<file path="config.mk">
export PLATFORM = sky130hd
export DESIGN_NAME = dmem_bus_demux
export DESIGN_NICKNAME = d
export VERILOG_FILES = /design/src/rtl/dmem_bus_demux.sv
export SDC_FILE = /design/constraint.sdc
export NUM_CORES = 1
export LEC_CHECK = 0
export ABC_CLOCK_PERIOD_IN_PS = 2280
export CAP_MARGIN = 30
export CORE_MARGIN = 2
export CORE_UTILIZATION = 39
export DETAILED_ROUTE_END_ITERATION = 8
export GPL_ROUTABILITY_DRIVEN = 0
export PLACE_DENSITY = 0.78
export SYNTH_ARGS = -nofsm -noshare
export SYNTH_HDL_FRONTEND = slang
export SYNTH_SLANG_ARGS = --single-unit
</file>
<file path="constraint.sdc">
create_clock -name clk -period 2.28 [get_ports clk]
set_input_delay 0.684 -clock clk [delete_from_list [all_inputs] [get_ports clk]]
set_output_delay 0.684 -clock clk [all_outputs]
set_load 0.01 [all_outputs]
</file>
<file path="src/rtl/dmem_bus_demux.sv">
// Data-memory bus demultiplexer: routes one outstanding CPU request to target 0 or 1
// by address region, with misalignment rejection and an issue-to-response timeout.
module dmem_bus_demux #(
   parameter logic [31:0] S1_BASE = 32'h1000_0000,
   parameter logic [31:0] S1_MASK = 32'hF000_0000,
   parameter logic [7:0]  TIMEOUT = 8'd255
) (
   input  logic        clk,
   input  logic        rst_n,
   input  logic        req_valid,
   output logic        req_ready,
   input  logic [31:0] req_addr,
   input  logic [31:0] req_wdata,
   input  logic        req_we,
   input  logic [3:0]  req_be,
   output logic        rsp_valid,
   output logic        rsp_err,
   output logic [31:0] rsp_rdata,
   output logic        s0_valid,
   input  logic        s0_ready,
   output logic [31:0] s0_addr,
   output logic [31:0] s0_wdata,
   output logic        s0_we,
   output logic [3:0]  s0_be,
   input  logic        s0_rsp_valid,
   input  logic [31:0] s0_rsp_rdata,
   output logic        s1_valid,
   input  logic        s1_ready,
   output logic [31:0] s1_addr,
   output logic [31:0] s1_wdata,
   output logic        s1_we,
   output logic [3:0]  s1_be,
   input  logic        s1_rsp_valid,
   input  logic [31:0] s1_rsp_rdata
);

   typedef enum logic [1:0] {IDLE, ISSUE, WAIT, ERR} state_t;

   state_t      state;
   logic [31:0] addr_q;
   logic [31:0] wdata_q;
   logic        we_q;
   logic [3:0]  be_q;
   logic        sel_q;
   logic [7:0]  cnt;

   logic        misalign;
   logic        sel_in;
   logic        tgt_ready;
   logic        tgt_rsp;
   logic [31:0] tgt_rdata;
   logic        tmo;

   always_comb begin
      req_ready = (state == IDLE);
      misalign  = ((req_be == 4'b1111) && (req_addr[1:0] != 2'b00)) ||
                  (((req_be == 4'b0011) || (req_be == 4'b1100)) && req_addr[0]);
      sel_in    = ((req_addr & S1_MASK) == S1_BASE);

      s0_valid  = (state == ISSUE) && !sel_q;
      s1_valid  = (state == ISSUE) && sel_q;
      s0_addr   = s0_valid ? addr_q  : '0;
      s0_wdata  = s0_valid ? wdata_q : '0;
      s0_we     = s0_valid ? we_q    : 1'b0;
      s0_be     = s0_valid ? be_q    : '0;
      s1_addr   = s1_valid ? addr_q  : '0;
      s1_wdata  = s1_valid ? wdata_q : '0;
      s1_we     = s1_valid ? we_q    : 1'b0;
      s1_be     = s1_valid ? be_q    : '0;

      tgt_ready = sel_q ? s1_ready     : s0_ready;
      tgt_rsp   = sel_q ? s1_rsp_valid : s0_rsp_valid;
      tgt_rdata = sel_q ? s1_rsp_rdata : s0_rsp_rdata;
      // Counter has reached (or, after a late ready, passed) the budget this cycle.
      tmo       = (cnt >= (TIMEOUT - 8'd1));
   end

   always_ff @(posedge clk or negedge rst_n) begin
      if (!rst_n) begin
         state     <= IDLE;
         addr_q    <= '0;
         wdata_q   <= '0;
         we_q      <= 1'b0;
         be_q      <= '0;
         sel_q     <= 1'b0;
         cnt       <= '0;
         rsp_valid <= 1'b0;
         rsp_err   <= 1'b0;
         rsp_rdata <= '0;
      end else begin
         rsp_valid <= 1'b0;
         rsp_err   <= 1'b0;
         rsp_rdata <= '0;
         case (state)
            IDLE: begin
               if (req_valid) begin
                  addr_q  <= req_addr;
                  wdata_q <= req_wdata;
                  we_q    <= req_we;
                  be_q    <= req_be;
                  sel_q   <= sel_in;
                  cnt     <= '0;
                  if (misalign) begin
                     state     <= ERR;
                     rsp_valid <= 1'b1;
                     rsp_err   <= 1'b1;
                  end else begin
                     state <= ISSUE;
                  end
               end
            end
            ISSUE: begin
               cnt <= cnt + 8'd1;
               if (tgt_ready) begin
                  state <= WAIT;
               end else if (tmo) begin
                  state     <= ERR;
                  rsp_valid <= 1'b1;
                  rsp_err   <= 1'b1;
               end
            end
            WAIT: begin
               // WAIT is held through the response pulse so IDLE is re-entered only after it.
               if (rsp_valid) begin
                  state <= IDLE;
               end else begin
                  cnt <= cnt + 8'd1;
                  if (tgt_rsp) begin
                     rsp_valid <= 1'b1;
                     rsp_rdata <= tgt_rdata;
                  end else if (tmo) begin
                     state     <= ERR;
                     rsp_valid <= 1'b1;
                     rsp_err   <= 1'b1;
                  end
               end
            end
            ERR: begin
               state <= IDLE;
            end
            default: begin
               state <= IDLE;
            end
         endcase
      end
   end

endmodule

</file>
==> impl_metrics.tcl, run 1 <==
set metrics [dict create \
    critical_path.slowest_cell "sky130_fd_sc_hd__dfrtp_1" \
    layout.cells.most_common_list "sky130_fd_sc_hd__clkdlybuf4s50_1, sky130_fd_sc_hd__dfrtp_1, sky130_fd_sc_hd__and3_1, sky130_fd_sc_hd__mux2_2, sky130_fd_sc_hd__buf_2" \
    placed_cells_incl_taps 989 \
    data_arrival_time_of_the_worst_path_ns 1.95 \
    cp-startpoint "state[1]" \
    area_growth_pct 71.1 \
    synthesis.area_per_instance_um2 11.3 \
    powerDensity_nw_per_um2 1090 \
    dr.first_iter.drc_count 233 \
    routed_length_per_instance_um 18.2 \
    layout_commonest_cell "sky130_fd_sc_hd__clkdlybuf4s50_1" \
    timing.final.hold_violations 0 \
    cts_root_buffer "sky130_fd_sc_hd__clkbuf_16" \
    timing.final.crit_share_pct 116 \
    critical_path.reg2reg.startpoint "state[1]" \
    antennaDiodeCount 0 \
    outcome "complete, but fails checks" \
    finalSetupViolations 93 \
    number_of_standard_cell_rows_in_the_floorplan 44 \
    report.final.slew_viol_count 0 \
    setup.worst_path.class "reg2out" \
    count_of_flip_flops_with_a_built_in_enable_after_synthesis 0 \
    crit_path_end_kind "output pin" \
    cp.required_ns 1.60 \
    clock_insertion_delay_worst_skew_ns 0.41 \
    seq_area_frac_synth_pct 49.9 \
    yosys.area_share.simple_pct 21.0 \
    grt.total_usage_pct 23.5 \
    final_design_area_no_fill_um2 9770 \
    drc 0 \
    path_cells "inv_2, ha_4, inv_4, nor2_4, buf_12, buf_8, buf_6, and2_4, buf_6" \
    clkSlewWorstSetupHoldPaths_ns 0.05 \
    sequential_cell_area_um2 2860 \
    ff2ff_setup_slack_ns 0.15 \
    yosys-mux-area-fraction_pct 20.0 \
    share_of_cells_above_drive_strength_1_pct 34.0 \
    violations "setup timing" \
    synth.top_cells.by_area "sky130_fd_sc_hd__dfrtp_1, sky130_fd_sc_hd__mux2_2, sky130_fd_sc_hd__and2_1, sky130_fd_sc_hd__and3_1, sky130_fd_sc_hd__mux2i_1" \
    floorplan.die_area_um2 15600 \
    cap_violations 0 \
    final.setup.worst_slack_ns -0.357 \
    timing.critical_path.slowest_cell_delay_ns 0.39 \
    first_global_vias 5321 \
    worst_path_max_fanout 5 \
    grt_start_max_net_pins 53 \
    finalCriticalPeriod_ns 2.64 \
    start_kind "flip-flop" \
    postSynthRegisterBits 114 \
    post_dp_cell_area_um2 9130 \
    globalRoute.totalOverflow 0 \
    synthDominantCellAreaShare_pct 49.9 \
    multi_input_comb_area_um2 2730 \
    clock_tree.htree_level_count 4 \
    instances_no_fill 1040 \
    synth_top_family_by_area "simple AND/OR/NAND/NOR gates" \
    hold_path_class "in2async" \
    routed_wl_mm 19.0 \
    post_synth_fa_ha_maj_area_fraction_pct 1.31 \
    initial_utilization_pct 39.6 \
    worst_slew_margin_relative_to_its_limit_pct 60.8 \
    drt_pre_antenna_iters 4 \
    antenna_violations_before_repair 0 \
    fin_nets 990 \
    tightest_slew_ns 0.578 \
    design.portCount 315 \
    netlist_instances 507 \
    tritoncts_buffers 17 \
    fillCellCount 1104 \
    ys_dominant_reg_cell "sky130_fd_sc_hd__dfrtp_1" \
    grt_pass1_wl_mm 28.9 \
    dieWidth_um 125 \
    synth-xor-area-share_pct 0 \
    num_vias 5298 \
    post_detailed_route_count_of_antenna_violating_nets 0 \
    netlist_area_um2 5710 \
    drt-vias-per-instance 5.09 \
    portBuffers 314 \
    synth_compound_gate_area_share_pct 3.68 \
    cts_tree "yes" \
    finClkSkew_ns 0.00432 \
    synth_fp_nets 653 \
    vdd_ir_drop_max_v 0.000527 \
    die_height_um 125 \
    max_clock_freq_ghz 0.379 \
    yosysTopAreaCell "sky130_fd_sc_hd__dfrtp_1" \
    ys_types 39 \
    hpwl_mm 13.5 \
    rsz0062_at_grt "yes" \
    ys_async_sr_fraction_pct 100 \
    p_leak_nw 5.10 \
    cts.hold.buffers_added 0 \
    holdWs_ns 0.216 \
    finalCoreUtilization_pct 67.8 \
    max-clock-path-buffers 2 \
    yosysWarningCount 0 \
    numClockSinks 114 \
    core_region_area_um2 14400 \
    critical-path-top-cell-by-count "sky130_fd_sc_hd__buf_6" \
]
==> layer usage <==
layer  GRT usage (%)  up-vias  share of wire, %
met4            8.24        0               3.0
met1            27.3     2573                39
met3            7.96       42               8.2
li1                -     2422                 -
met5               0        -                 0
met2            40.5      261                50
==> final timing paths <==
kind | depth (start not counted) | endpoint
worst max-delay path | 9 | s0_addr[28]
worst min-delay path | 1 | addr_q[2]
worst max register to register | 9 | cnt[3]
worst min register to register | 1 | cnt[5]
max in group asynchronous | 2 | wdata_q[25]
min in group clk | 1 | cnt[5]
==> critical path, delay by kind of cell, from the launching register on <==
| family | cells | cell delay (ns) |
|---|---|---|
| buffers and inverters | 6 | 0.60 |
| adder cells (fa/ha/maj) | 1 | 0.19 |
| flip-flops | 1 | 0.39 |
| AND/OR/NAND/NOR | 2 | 0.37 |
==> through the flow <==
step	setup slack, ns	TNS (ns)	power, W
2_1_floorplan	0.195	0	0.00556
4_1_cts	-0.432	-35.46	0.0102
6_report	-0.357	-20.15	0.0106
5_1_grt	-0.432	-28.43	0.0112
3_5_place_dp	-0.200	-13.98	0.00776
3_3_place_gp	-0.120	-8.76	0.00760
==> kinds of logic after synthesis <==
kind of cell / count (synthesis)
adders and majority gates: 6
buffers and inverters: 43
DFF: 114
AOI/OAI and AO/OA: 33
muxes: 103
and+or+nand+nor: 208
==> power breakdown <==
group | switching (W) | internal (W)
combinational | 0.00208 | 0.00285
sequential | 0.000600 | 0.00279
clock | 0.000864 | 0.00142
total | 0.00354 | 0.00707
==> sequential cells by signal, indices dropped and copies added (netlist names) <==
| name | cells |
|---|---|
| state | 2 |
| be_q | 4 |
| sel_q | 1 |
| rsp_err | 1 |
| rsp_valid | 1 |
| cnt | 8 |
| wdata_q | 32 |
| rsp_rdata | 32 |
| addr_q | 32 |
| we_q | 1 |
==> synthesized netlist by cell type (5+ instances only) <==
cell,instances
sky130_fd_sc_hd__dfrtp_1,114
sky130_fd_sc_hd__buf_2,9
sky130_fd_sc_hd__mux2_2,63
sky130_fd_sc_hd__mux2i_1,33
sky130_fd_sc_hd__o31ai_1,6
sky130_fd_sc_hd__nor2_1,37
sky130_fd_sc_hd__nand2_1,11
sky130_fd_sc_hd__inv_1,5
sky130_fd_sc_hd__clkbuf_1,20
sky130_fd_sc_hd__o21ai_0,14
sky130_fd_sc_hd__ha_1,6
sky130_fd_sc_hd__buf_6,7
sky130_fd_sc_hd__and2_1,72
sky130_fd_sc_hd__mux2_4,7
sky130_fd_sc_hd__and3_1,69
==> final cells by class <==
cell class	instances	share of cell area (%)
clock buffer	24	4.83
sequential	114	29.2
inverter	5	0.218
timing repair buffer	356	35.1
clock inverter	7	0.358
tap	184	2.36
multi-input combinational	350	27.9
==> repair_timing <==
item,CTS,global route
buffers inserted,13,9
setup endpoints to repair,141,141
pin swaps,2,5
gates cloned,1,2
resized for setup,325,191
No activity file was read; power rests on OpenSTA's default activity.
==> run 2, diff against run 1 <==
--- a/config.mk
+++ b/config.mk
@@ -6,7 +6,7 @@
 export NUM_CORES = 1
 export LEC_CHECK = 0
 export ABC_CLOCK_PERIOD_IN_PS = 2280
-export CAP_MARGIN = 30
+export CAP_MARGIN = 20
 export CORE_MARGIN = 2
 export CORE_UTILIZATION = 39
 export DETAILED_ROUTE_END_ITERATION = 8
==> results of run 2 <==
Final layout, timing and power as in run 1 (identical DEF).
